## config.mk

```make
export PLATFORM = sky130hd
export DESIGN_NAME = mult_sequencer
export DESIGN_NICKNAME = d
export VERILOG_FILES = /design/src/rtl/mult_pkg.sv /design/src/rtl/mult_abs.sv /design/src/rtl/mult_sequencer.sv
export SDC_FILE = /design/constraint.sdc
export NUM_CORES = 1
export LEC_CHECK = 0
export ABC_AREA = 1
export BUFFER_PORTS_ARGS = -buffer_cell sky130_fd_sc_hd__buf_4
export CAP_MARGIN = 40
export CORE_ASPECT_RATIO = 1.5
export CORE_MARGIN = 4
export CORE_UTILIZATION = 31
export CTS_CLUSTER_SIZE = 12
export DETAILED_ROUTE_END_ITERATION = 7
export HOLD_SLACK_MARGIN = 0.02
export SYNTH_ARGS = -nofsm -noshare
export SYNTH_HDL_FRONTEND = slang
export SYNTH_SLANG_ARGS = --single-unit
export TNS_END_PERCENT = 100
```

## constraint.sdc

```tcl
create_clock -name clk -period 4.1 [get_ports clk]
set_input_delay 0.41 -clock clk [delete_from_list [all_inputs] [get_ports clk]]
set_output_delay 0.41 -clock clk [all_outputs]
set_load 0.005 [all_outputs]
```

## src/rtl/mult_pkg.sv

```systemverilog
// Shared types and constants for the iterative multiply unit.
// Optional build macro: MULT_EARLY_OUT_EN (early exit from CALC once the multiplier is exhausted).
package mult_pkg;

  localparam int WIDTH = 32;
  localparam int ITER  = WIDTH;
  localparam int CNT_W = $clog2(ITER);

  // Counter value seen during the final CALC iteration
  localparam logic [CNT_W-1:0] CNT_LAST = CNT_W'(ITER - 1);

  typedef enum logic [1:0] {
    IDLE = 2'd0,
    CALC = 2'd1,
    SIGN = 2'd2
  } state_e;

endpackage

```

## src/rtl/mult_abs.sv

```systemverilog
// Conditional two's-complement negate: outputs -in when neg is set, else in.
// Used both for operand magnitudes and for re-applying the sign to the product.
module mult_abs #(
  parameter int W = 32
) (
  input  logic [W-1:0] in_i,
  input  logic         neg_i,
  output logic [W-1:0] out_o
);

  assign out_o = neg_i ? (-in_i) : in_i;

endmodule

```

## src/rtl/mult_sequencer.sv

```systemverilog
// Iterative shift-add 32x32 multiplier with HI/LO result registers and
// pipeline stall generation for HI/LO readers and overlapping multiplies.
// Optional build macro: MULT_EARLY_OUT_EN -- leave CALC as soon as the
// shifted multiplier becomes zero (same result, shorter latency).
module mult_sequencer
  import mult_pkg::*;
(
  input  logic             clk,
  input  logic             reset,
  input  logic             start_mult,
  input  logic             mult_sign,
  input  logic [WIDTH-1:0] srca,
  input  logic [WIDTH-1:0] srcb,
  input  logic             hilo_read,
  output logic             mult_busy,
  output logic             mult_stall,
  output logic             mult_done,
  output logic [WIDTH-1:0] hi,
  output logic [WIDTH-1:0] lo
);

  state_e               state_q, state_d;
  logic [2*WIDTH-1:0]   mcand_q;
  logic [2*WIDTH-1:0]   acc_q;
  logic [WIDTH-1:0]     mplier_q;
  logic [CNT_W-1:0]     cnt_q;
  logic                 neg_q;
  logic                 done_q;
  logic [WIDTH-1:0]     hi_q, lo_q;

  logic [WIDTH-1:0]     absA, absB;
  logic [2*WIDTH-1:0]   product;
  logic [2*WIDTH-1:0]   accAdd;
  logic [WIDTH-1:0]     mplierShr;
  logic                 calcLast;

  // Operand magnitudes; a signed 0x80000000 maps back onto itself, which is
  // exactly its unsigned magnitude, so no special case is needed.
  mult_abs #(.W(WIDTH)) uAbsA (
    .in_i  (srca),
    .neg_i (mult_sign & srca[WIDTH-1]),
    .out_o (absA)
  );

  mult_abs #(.W(WIDTH)) uAbsB (
    .in_i  (srcb),
    .neg_i (mult_sign & srcb[WIDTH-1]),
    .out_o (absB)
  );

  // Re-apply the product sign over the full 64-bit accumulator
  mult_abs #(.W(2*WIDTH)) uAbsP (
    .in_i  (acc_q),
    .neg_i (neg_q),
    .out_o (product)
  );

  assign accAdd    = mplier_q[0] ? (acc_q + mcand_q) : acc_q;
  assign mplierShr = mplier_q >> 1;

`ifdef MULT_EARLY_OUT_EN
  assign calcLast = (cnt_q == CNT_LAST) || (mplierShr == '0);
`else
  assign calcLast = (cnt_q == CNT_LAST);
`endif

  // State register for the sequencer
  always_ff @(posedge clk or negedge reset) begin
    if (!reset) begin
      state_q <= IDLE;
    end else begin
      state_q <= state_d;
    end
  end

  // Next-state logic: IDLE -> CALC on a request, CALC -> SIGN after the last iteration
  always_comb begin
    state_d = state_q;
    unique case (state_q)
      IDLE:    if (start_mult) state_d = CALC;
      CALC:    if (calcLast)   state_d = SIGN;
      SIGN:    state_d = IDLE;
      default: state_d = IDLE;
    endcase
  end

  // Datapath: operand load, shift-add iterations, and signed result writeback
  always_ff @(posedge clk or negedge reset) begin
    if (!reset) begin
      mcand_q  <= '0;
      acc_q    <= '0;
      mplier_q <= '0;
      cnt_q    <= '0;
      neg_q    <= 1'b0;
      done_q   <= 1'b0;
      hi_q     <= '0;
      lo_q     <= '0;
    end else begin
      done_q <= 1'b0;
      unique case (state_q)
        IDLE: begin
          if (start_mult) begin
            mcand_q  <= {{WIDTH{1'b0}}, absA};
            mplier_q <= absB;
            acc_q    <= '0;
            cnt_q    <= '0;
            neg_q    <= mult_sign & (srca[WIDTH-1] ^ srcb[WIDTH-1]);
          end
        end
        CALC: begin
          acc_q    <= accAdd;
          mcand_q  <= mcand_q << 1;
          mplier_q <= mplierShr;
          cnt_q    <= cnt_q + 1'b1;
        end
        SIGN: begin
          {hi_q, lo_q} <= product;
          done_q       <= 1'b1;
        end
        default: begin
          done_q <= 1'b0;
        end
      endcase
    end
  end

  assign mult_busy  = (state_q != IDLE);
  assign mult_stall = mult_busy & (hilo_read | start_mult);
  assign mult_done  = done_q;
  assign hi         = hi_q;
  assign lo         = lo_q;

endmodule

```

Word-level counts from Yosys, hierarchy flattened
Cells that the tools add are included.

word-level totals
  bits of input ports = 69
  logic and storage cells = 49
  output and inout bits = 67
  register bits after elaboration = 233

operators by class
  bitwise logic cells = 6
  equality and inequality tests = 6
  reductions and logical operators = 7
  mux-type cells = 16
  $add $sub $neg = 5

operators with widths
  kind                   number
  $mux W64               4
  $pmux W64 S2           2
  $mux W32               3
  $add A64 B64 Y64       1
  $neg A32 Y32           2
  $neg A64 Y64           1
  $pmux W32 S2           1
  $pmux W5 S2            1
  $ne A2 B2 Y1 const B   3
  $reduce_and A2 Y1      3
  $add A5 B1 Y5 const B  1
  $eq A5 B5 Y1 const B   1
  $mux W5                1
  $and A1 B1 Y1          4
  $mux W2                2
  $pmux W2 S2            1
  $reduce_bool A2 Y1     2
  $reduce_and A3 Y1      1
  $eq A2 B1 Y1 const B   1
  $eq A2 B2 Y1 const B   1
  $logic_not A2 Y1       1
  $mux W1                1
  $or A1 B1 Y1           1
  $xor A1 B1 Y1          1

Depth between registers and ports, before layout
Gate-level depths: netlist (run 1).

  depth after elaboration = 4
  gate-level depth with buffers = 16

By module
From an unflattened synthesis (run 1), not the netlist that was laid out.

unflattened totals
  cells, all modules = 3218
  area, all modules = 19483.7 um^2

by module, submodules not included
  module                times used  area an instance (um^2)  cells each
  mult_sequencer        1           14968.1                  2270
  mult_abs (uAbsP)      1           2411.1                   498
  mult_abs (uAbsA ...)  2           1052.3                   225

Worst setup path after synthesis (run 1)
OpenSTA, ideal clock, no wires.

  path type = reg-to-reg
  from = reg mcand_q[0]
  to = reg acc_q[48]
  path slack = 2196 ps
  cell stages (with the launch flop) = 15
  library setup time = 118 ps
  clock period less this slack = 1904 ps
  arrival time = 1786 ps
  data required time = 3982 ps
  path through = dfrtp_1 > ha_1 > inv_1 > fa_1 > nand3b_1 > nand2_1 > nand2_1 > nand2_1 > nand2_1 > nand2_1 > nand3_1 > nand3_1 > nand2_1 > nand3_1 > nand2_1

on the way
  word-level cells in the longest chain between the ends = 3

ends and longest elaborated chain
  element                 line                   RTL
  start, declared         mult_sequencer.sv:23   logic [2*WIDTH-1:0] mcand_q;
  start signal, assigned  mult_sequencer.sv:103  mcand_q <= {{WIDTH{1'b0}}, absA};
  start signal, assigned  mult_sequencer.sv:112  mcand_q <= mcand_q << 1;
  $add A64 B64 Y64        mult_sequencer.sv:58   assign accAdd = mplier_q[0] ? (acc_q + mcand_q) : acc_q;
  $mux W64                mult_sequencer.sv:58
  $pmux W64 S2            mult_sequencer.sv:100  unique case (state_q)
  end signal, assigned    mult_sequencer.sv:91   acc_q <= '0;
  end signal, assigned    mult_sequencer.sv:105  acc_q <= '0;
  end signal, assigned    mult_sequencer.sv:111  acc_q <= accAdd;
  end, declared           mult_sequencer.sv:24   logic [2*WIDTH-1:0] acc_q;

No other way between the ends. The select of a mux whose other input is x is not followed.
A chain may end at the register's enable or synchronous reset.

Worst setup path after layout (run 1)
  from = reg acc_q[16]
  to = reg acc_q[21]

on the way
  word-level cells in the longest chain between the ends = 3

ends and longest elaborated chain
  element           line
  $add A64 B64 Y64  mult_sequencer.sv:58
  $mux W64          mult_sequencer.sv:58
  $pmux W64 S2      mult_sequencer.sv:100

No other way between the ends. The select of a mux whose other input is x is not followed.

==> results.json, run 1 <==
{
  "yosysMostFrequentCell": "nand2_1",
  "critPathCaptureType": "flip-flop",
  "worst_path_dominant_cell_family": "simple AND/OR/NAND/NOR gates",
  "synth_fp_nets": 3003,
  "grt_usage_pct": 20.0,
  "design.core.area_mm2": 0.0580,
  "synth_top_area_share_pct": 32.1,
  "synth.mux.area_fraction_pct": 0,
  "hold_class": "in -> reg",
  "first_global_vias": 17800,
  "cts_tree": "yes",
  "fp.dieH_um": 305,
  "worst-setup-path-type": "reg -> reg",
  "leakagePower_uw": 0.0111,
  "path_buf_inv": 0,
  "insertion_delay_ns": 0.59,
  "cts-resized-gates": 0,
  "synth_xor_xnor_area_share_pct": 3.32,
  "core.rowCount": 108,
  "avgSynthCellArea_um2": 6.35,
  "synth_edf_count": 0,
  "synth_top_family_by_area": "simple AND/OR/NAND/NOR gates",
  "worstPathCellList": "ha_1 > nand2_1 > nor2_1 > nand2_1 > nor2_1 > nand2_1 > nand3_2 > a21oi_1 > o21ai_0 > o21ai_0",
  "seqCellArea_mm2": 0.00583,
  "rsz0062_at_grt": "no",
  "n_fill_cell": 6367,
  "wire_per_inst_um": 17.0,
  "layout_min_cycle_time_ns": 2.52,
  "slowest_delay_ns": 0.46,
  "rrSetupSlack_ns": 1.58,
  "relSlewSlack_pct": 43.8,
  "async_flop_share_pct": 100,
  "skew_ns": 0.0432,
  "drt-initial-drc-count": 1129,
  "required_ns": 4.54,
  "synthTopCellsByCount": "nand2_1 (989), inv_1 (461), nor2_1 (252), dfrtp_1 (233), nand3_1 (175)",
  "tightestPinTransition_ns": 0.843,
  "first_pass_iters": 6,
  "yosysTopAreaCell": "dfrtp_1",
  "arrival_ns": 2.96,
  "clock-sinks": 233,
  "synth.distinct_cells": 51,
  "place.gp.congestion": 0.970,
  "cts_buffers": 26,
  "cts_hold_buffers": 1,
  "synth_ff_type": "dfrtp_1",
  "grt_pass1_wl_um": 98800,
  "timing.final.max_slew_violations": 0,
  "clock.fmax_mhz": 396,
  "synth_compound_area_share_pct": 12.5,
  "cap_violations": 0,
  "cts_max_path_buffers": 3,
  "htreeDepth": 1,
  "die-area_mm2": 0.0627,
  "drc_errors": 0,
  "viasPerCell": 4.87,
  "die_width_um": 206,
  "overflow": 0,
  "drive_gt1_share_pct": 8.99,
  "start_kind": "flip-flop",
  "ys_top_cells_by_area": "dfrtp_1 (32%), nand2_1 (20%), inv_1 (9.5%)",
  "fin_crit_sh_pct": 61.6,
  "yosys_warnings": 0,
  "wl_um": 63900,
  "cts.clk_slew.worst_paths_ns": 0.07,
  "hpwl_um": 51100,
  "powerDensity_mw_per_mm2": 768,
  "cts_setup_buffers": 0,
  "crit_fanout": 5,
  "setup_violations": 0,
  "port_buffers": 135,
  "synth_simple_gate_area_share_pct": 35.9,
  "yosysSeqAreaShare_pct": 32.1,
  "drtAntennaViolNets": 0,
  "synthCells": 2865,
  "tns_ns": 0,
  "status": "finished clean",
  "instances_no_fill": 3764,
  "dp_cells": 3718,
  "vias": 18300,
  "syn-cell-area_mm2": 0.0182,
  "antenna_found_initial": 1,
  "vdd.ir_drop.worst_mv": 0.432,
  "hold_viol": 0,
  "cp_slowest_cell": "dfrtp_1",
  "synth_fa_ha_area_share_pct": 4.79,
  "synth-seq-cells": 233,
  "grt_max_degree": 103,
  "p_total_uw": 16100,
  "cts-root-buf": "clkbuf_16",
  "area_growth_syn_to_layout_pct": 15.0,
  "io_pins": 136,
  "initial_core_util_pct": 31.4,
  "crit_path_frequent_cell": "nand2_1",
  "nets": 3115,
  "multi_input_area_mm2": 0.0103
}
==> layout by cell type, fill, tap and decap left out, types with 3 or more instances in the layout <==
master     synthesis  routed
a31oi_1           15      15
nand4_1           36      36
o31ai_1            4       4
or2_0              3       3
a21boi_0           3       3
nand3b_1           6       6
ha_1              68      68
buf_4              3     145
dfrtp_1          233     232
nand3_1          175     175
and2_1             3       3
nor2_4             8      10
nor3_2             3       3
o21ai_0          144     144
clkbuf_1          29       7
inv_2             14      15
nor4_1             7       7
xor2_1            59      59
nor2_1           252     251
or2_2              3       3
nand2_4            3       3
nand2_2           14      14
bufinv_16          0       3
clkbuf_16          0      26
a21oi_1           74      74
o22ai_1           40      40
xnor2_1           10      10
nand2_1          989     989
nand3_2            7       7
a22oi_1           56      56
nor2_2            21      20
inv_1            461     460
o21ai_1           41      41
clkbuf_8           0       4
nor3_1            23      23
==> per-stage QoR <==
step                hold WS, ns  utilization, %  cell area [um^2]  worst slack, ns
floorplan                 0.114               -             18200             2.20
global placement          0.467            34.5             20000             1.61
detailed placement        0.469            34.5             20000             1.63
CTS                      0.0843            36.1             20900             1.60
global route              0.111            36.1             20900             1.45
finish                    0.109            36.1             20900             1.58
==> sequential cells by signal, summed over array words and instances, names as in the netlist <==
register,count
mcand_q,64
neg_q,1
state_q,2
hi,32
mult_done,1
mplier_q,32
lo,32
acc_q,64
cnt_q,5
==> layer usage <==
metal	part of all wire (%)	track usage [%]	vias up
met5	0	0	-
met4	7.1	11.8	0
met3	4.2	2.03	177
met2	51	35.8	457
met1	38	22.6	8395
li1	-	-	9314
==> worst register-to-register path, cell delays in order (launching register included) <==
cell and delay, ns:
dfrtp_1 0.46, ha_1 0.44, nand2_1 0.15, nor2_1 0.23
nand2_1 0.19, nor2_1 0.14, nand2_1 0.09, nand3_2 0.17
a21oi_1 0.09, o21ai_0 0.25, o21ai_0 0.17
==> where the power goes <==
part	total [uW]	switching, uW	internal (uW)
Combinational	9390	6380	3010
Clock	2470	1040	1430
Sequential	4190	1050	3140
==> worst paths after layout <==
kind / from / end / depth (start not counted)
max: acc_q[16]$_DFFE_PN0P_ / acc_q[21]$_DFFE_PN0P_ / 10
min: srcb[25] / mplier_q[25]$_DFFE_PN0P_ / 3
max reg2reg: acc_q[16]$_DFFE_PN0P_ / acc_q[21]$_DFFE_PN0P_ / 10
min reg2reg: hi[14]$_DFFE_PN0P_ / hi[14]$_DFFE_PN0P_ / 2
max in group asynchronous: reset / mplier_q[27]$_DFFE_PN0P_ / 3
min in group asynchronous: reset / lo[0]$_DFFE_PN0P_ / 2
==> cells by family after synthesis <==
kind of cell,Yosys count
xor+xnor,69
flops,233
simple gates,1558
compound gates,395
buf+inv,541
fa+ha+maj,69
==> cell type report <==
| type | instances | area share, % |
|---|---|---|
| multi-input combinational | 2091 | 49.2 |
| sequential | 233 | 27.9 |
| inverter | 476 | 8.55 |
| timing repair buffer | 149 | 5.52 |
| tap | 770 | 4.61 |
| clock buffer | 37 | 3.50 |
| clock inverter | 7 | 0.688 |
| antenna | 1 | 0.0120 |
Note: power is estimated with default switching activity, not from simulation.
==> run 2, diff against run 1 <==
clock period = 2.39 ns   (was 4.1 ns; I/O delays follow)
==> results.json, run 2 (synthesis gave the netlist of run 1 again) <==
{
  "port_buffers": 135,
  "drtAntennaViolNets": 0,
  "tns_ns": 0,
  "arrival_ns": 2.71,
  "reg_top3": "acc_q x64, mcand_q x64",
  "hpwl_um": 54300,
  "drive_gt1_share_pct": 15.4,
  "reg2reg_depth": 13,
  "cts.clk_slew.worst_paths_ns": 0.06,
  "grt_pass1_wl_um": 104000,
  "hold_viol": 0,
  "cap_violations": 0,
  "status": "finished clean",
  "fp.dieH_um": 305,
  "critPathCaptureType": "flip-flop",
  "rsz0062_at_grt": "yes",
  "area_growth_syn_to_layout_pct": 26.1,
  "setup_violations": 0,
  "layout_min_cycle_time_ns": 2.25,
  "diodes": 0,
  "seqCellArea_mm2": 0.00584,
  "nets": 3311,
  "cts_max_path_buffers": 3,
  "worst-setup-path-type": "reg -> reg",
  "cts-root-buf": "clkbuf_16",
  "hold_class": "in -> reg",
  "mostFrequentLayoutCells": "nand2_1 (973), inv_1 (460), buf_4 (288)",
  "drc_errors": 0,
  "crit_fanout": 4,
  "overflow": 0,
  "die_width_um": 206,
  "rrSetupSlack_ns": 0.14,
  "grt_usage_pct": 20.9,
  "place_area_mm2": 0.0211,
  "insertion_delay_ns": 0.58,
  "grt_busiest_layer": "met2",
  "first_pass_iters": 5,
  "place.gp.congestion": 0.987,
  "grt_use_met3_pct": 1.84,
  "relSlewSlack_pct": 46.1,
  "tightestPinTransition_ns": 0.809,
  "drt-initial-drc-count": 1073,
  "die-area_mm2": 0.0627,
  "vdd.ir_drop.worst_mv": 0.724,
  "grt_max_degree": 77,
  "vias": 19200,
  "viasPerCell": 4.85,
  "leakagePower_uw": 0.0120,
  "cts_buffers": 27,
  "clock.fmax_mhz": 445,
  "n_fill_cell": 6306,
  "multi_input_area_mm2": 0.0107,
  "cts_tree": "yes",
  "start_kind": "flip-flop",
  "holdPathStages": 3,
  "skew_ns": 0.0141,
  "met2_usage_pct": 39.0,
  "use_met1_pct": 23.2,
  "initial_core_util_pct": 31.4,
  "powerDensity_mw_per_mm2": 1320,
  "clock-sinks": 233,
  "fin_area_mm2": 0.0229,
  "required_ns": 2.85,
  "wire_per_inst_um": 17.0,
  "layout.cells.most_common": "nand2_1",
  "htreeDepth": 1,
  "core.rowCount": 108,
  "io_pins": 136,
  "fin_crit_sh_pct": 94.1,
  "timing.final.max_slew_violations": 0,
  "wl_um": 67300,
  "design.core.area_mm2": 0.0580,
  "first_global_vias": 18600,
  "antenna_found_initial": 0
}
[run 2: changes by cell type in the layout (fill, tap and decap cells not counted), sizes merged]
cell / change
bufinv: -1
dlygate4sd3: +50
diode: -1
clkbuf: -3
buf: +145
clkinv: +5
inv: +2
clkinvlp: -1
[run 2: final cells by class]
type                    instances  share of cell area (%)
clock buffers                  34                    3.15
clock inverters                12                   0.600
inverters                     476                    7.79
multi-input cells            2091                    46.7
flip-flops and latches        233                    25.5
well taps                     770                    4.20
repair buffers                344                    12.1
[run 2: metal layers]
layer / wire [um] / vias up
li1: - / 9681
met1: 25300 / 8866
met2: 35100 / 476
met3: 2350 / 166
met4: 4520 / 0
met5: 0 / -
[run 2: through the flow]
| stage | setup WS [ns] | std cells | total power (uW) | util (%) | hold slack (ns) |
|---|---|---|---|---|---|
| final | 0.141 | 3960 | 30300 | 39.5 | 0.0395 |
| after global routing | -0.00928 | 3960 | 32800 | 39.5 | 0.0473 |
| after CTS | 0.0142 | 3959 | 29600 | 38.9 | 0.0234 |
| after detailed placement | -0.266 | 3862 | 25100 | 36.4 | 0.282 |
| after global placement | -0.266 | 3862 | 25000 | 36.4 | 0.275 |
| after floorplan | 0.486 | 2865 | 17800 | - | -0.0566 |
[run 2: timing repair]
item	in CTS	in global routing
hold buffers	51	0
buffers inserted	0	1
cloned	0	0
endpoints found under the hold margin	118	0
pin swaps	0	5
endpoints found under the setup margin	8	32
resized for setup	13	67
[run 2: worst paths after layout]
path                                           end                    from
max                          acc_q[57]$_DFFE_PN0P_  mcand_q[2]$_DFFE_PN0P_
min                         mcand_q[0]$_DFFE_PN0P_                 srca[0]
max reg2reg                  acc_q[57]$_DFFE_PN0P_  mcand_q[2]$_DFFE_PN0P_
min reg2reg                     hi[28]$_DFFE_PN0P_      hi[28]$_DFFE_PN0P_
max in group asynchronous  mcand_q[10]$_DFFE_PN0P_                   reset
min in group asynchronous        lo[0]$_DFFE_PN0P_                   reset
[run 2: worst max-delay path: stages, from the launching register on]
cell     delay, ns
dfrtp_1       0.40
ha_1          0.33
nand3_1       0.16
nor2_1        0.28
nand2_1       0.10
nand3_2       0.14
nand3_1       0.08
nand2_1       0.17
buf_4         0.14
nand2_1       0.08
nand2_1       0.08
nand2_1       0.05
nand3_1       0.07
nand2_1       0.05
[run 2: where the power goes]
group / leakage (uW) / internal [uW] / total [uW] / switching (uW)
logic: 0.00872 / 7120 / 19400 / 12200
registers: 0.00288 / 5400 / 6760 / 1350
clock network: 0.000425 / 2360 / 4190 / 1830
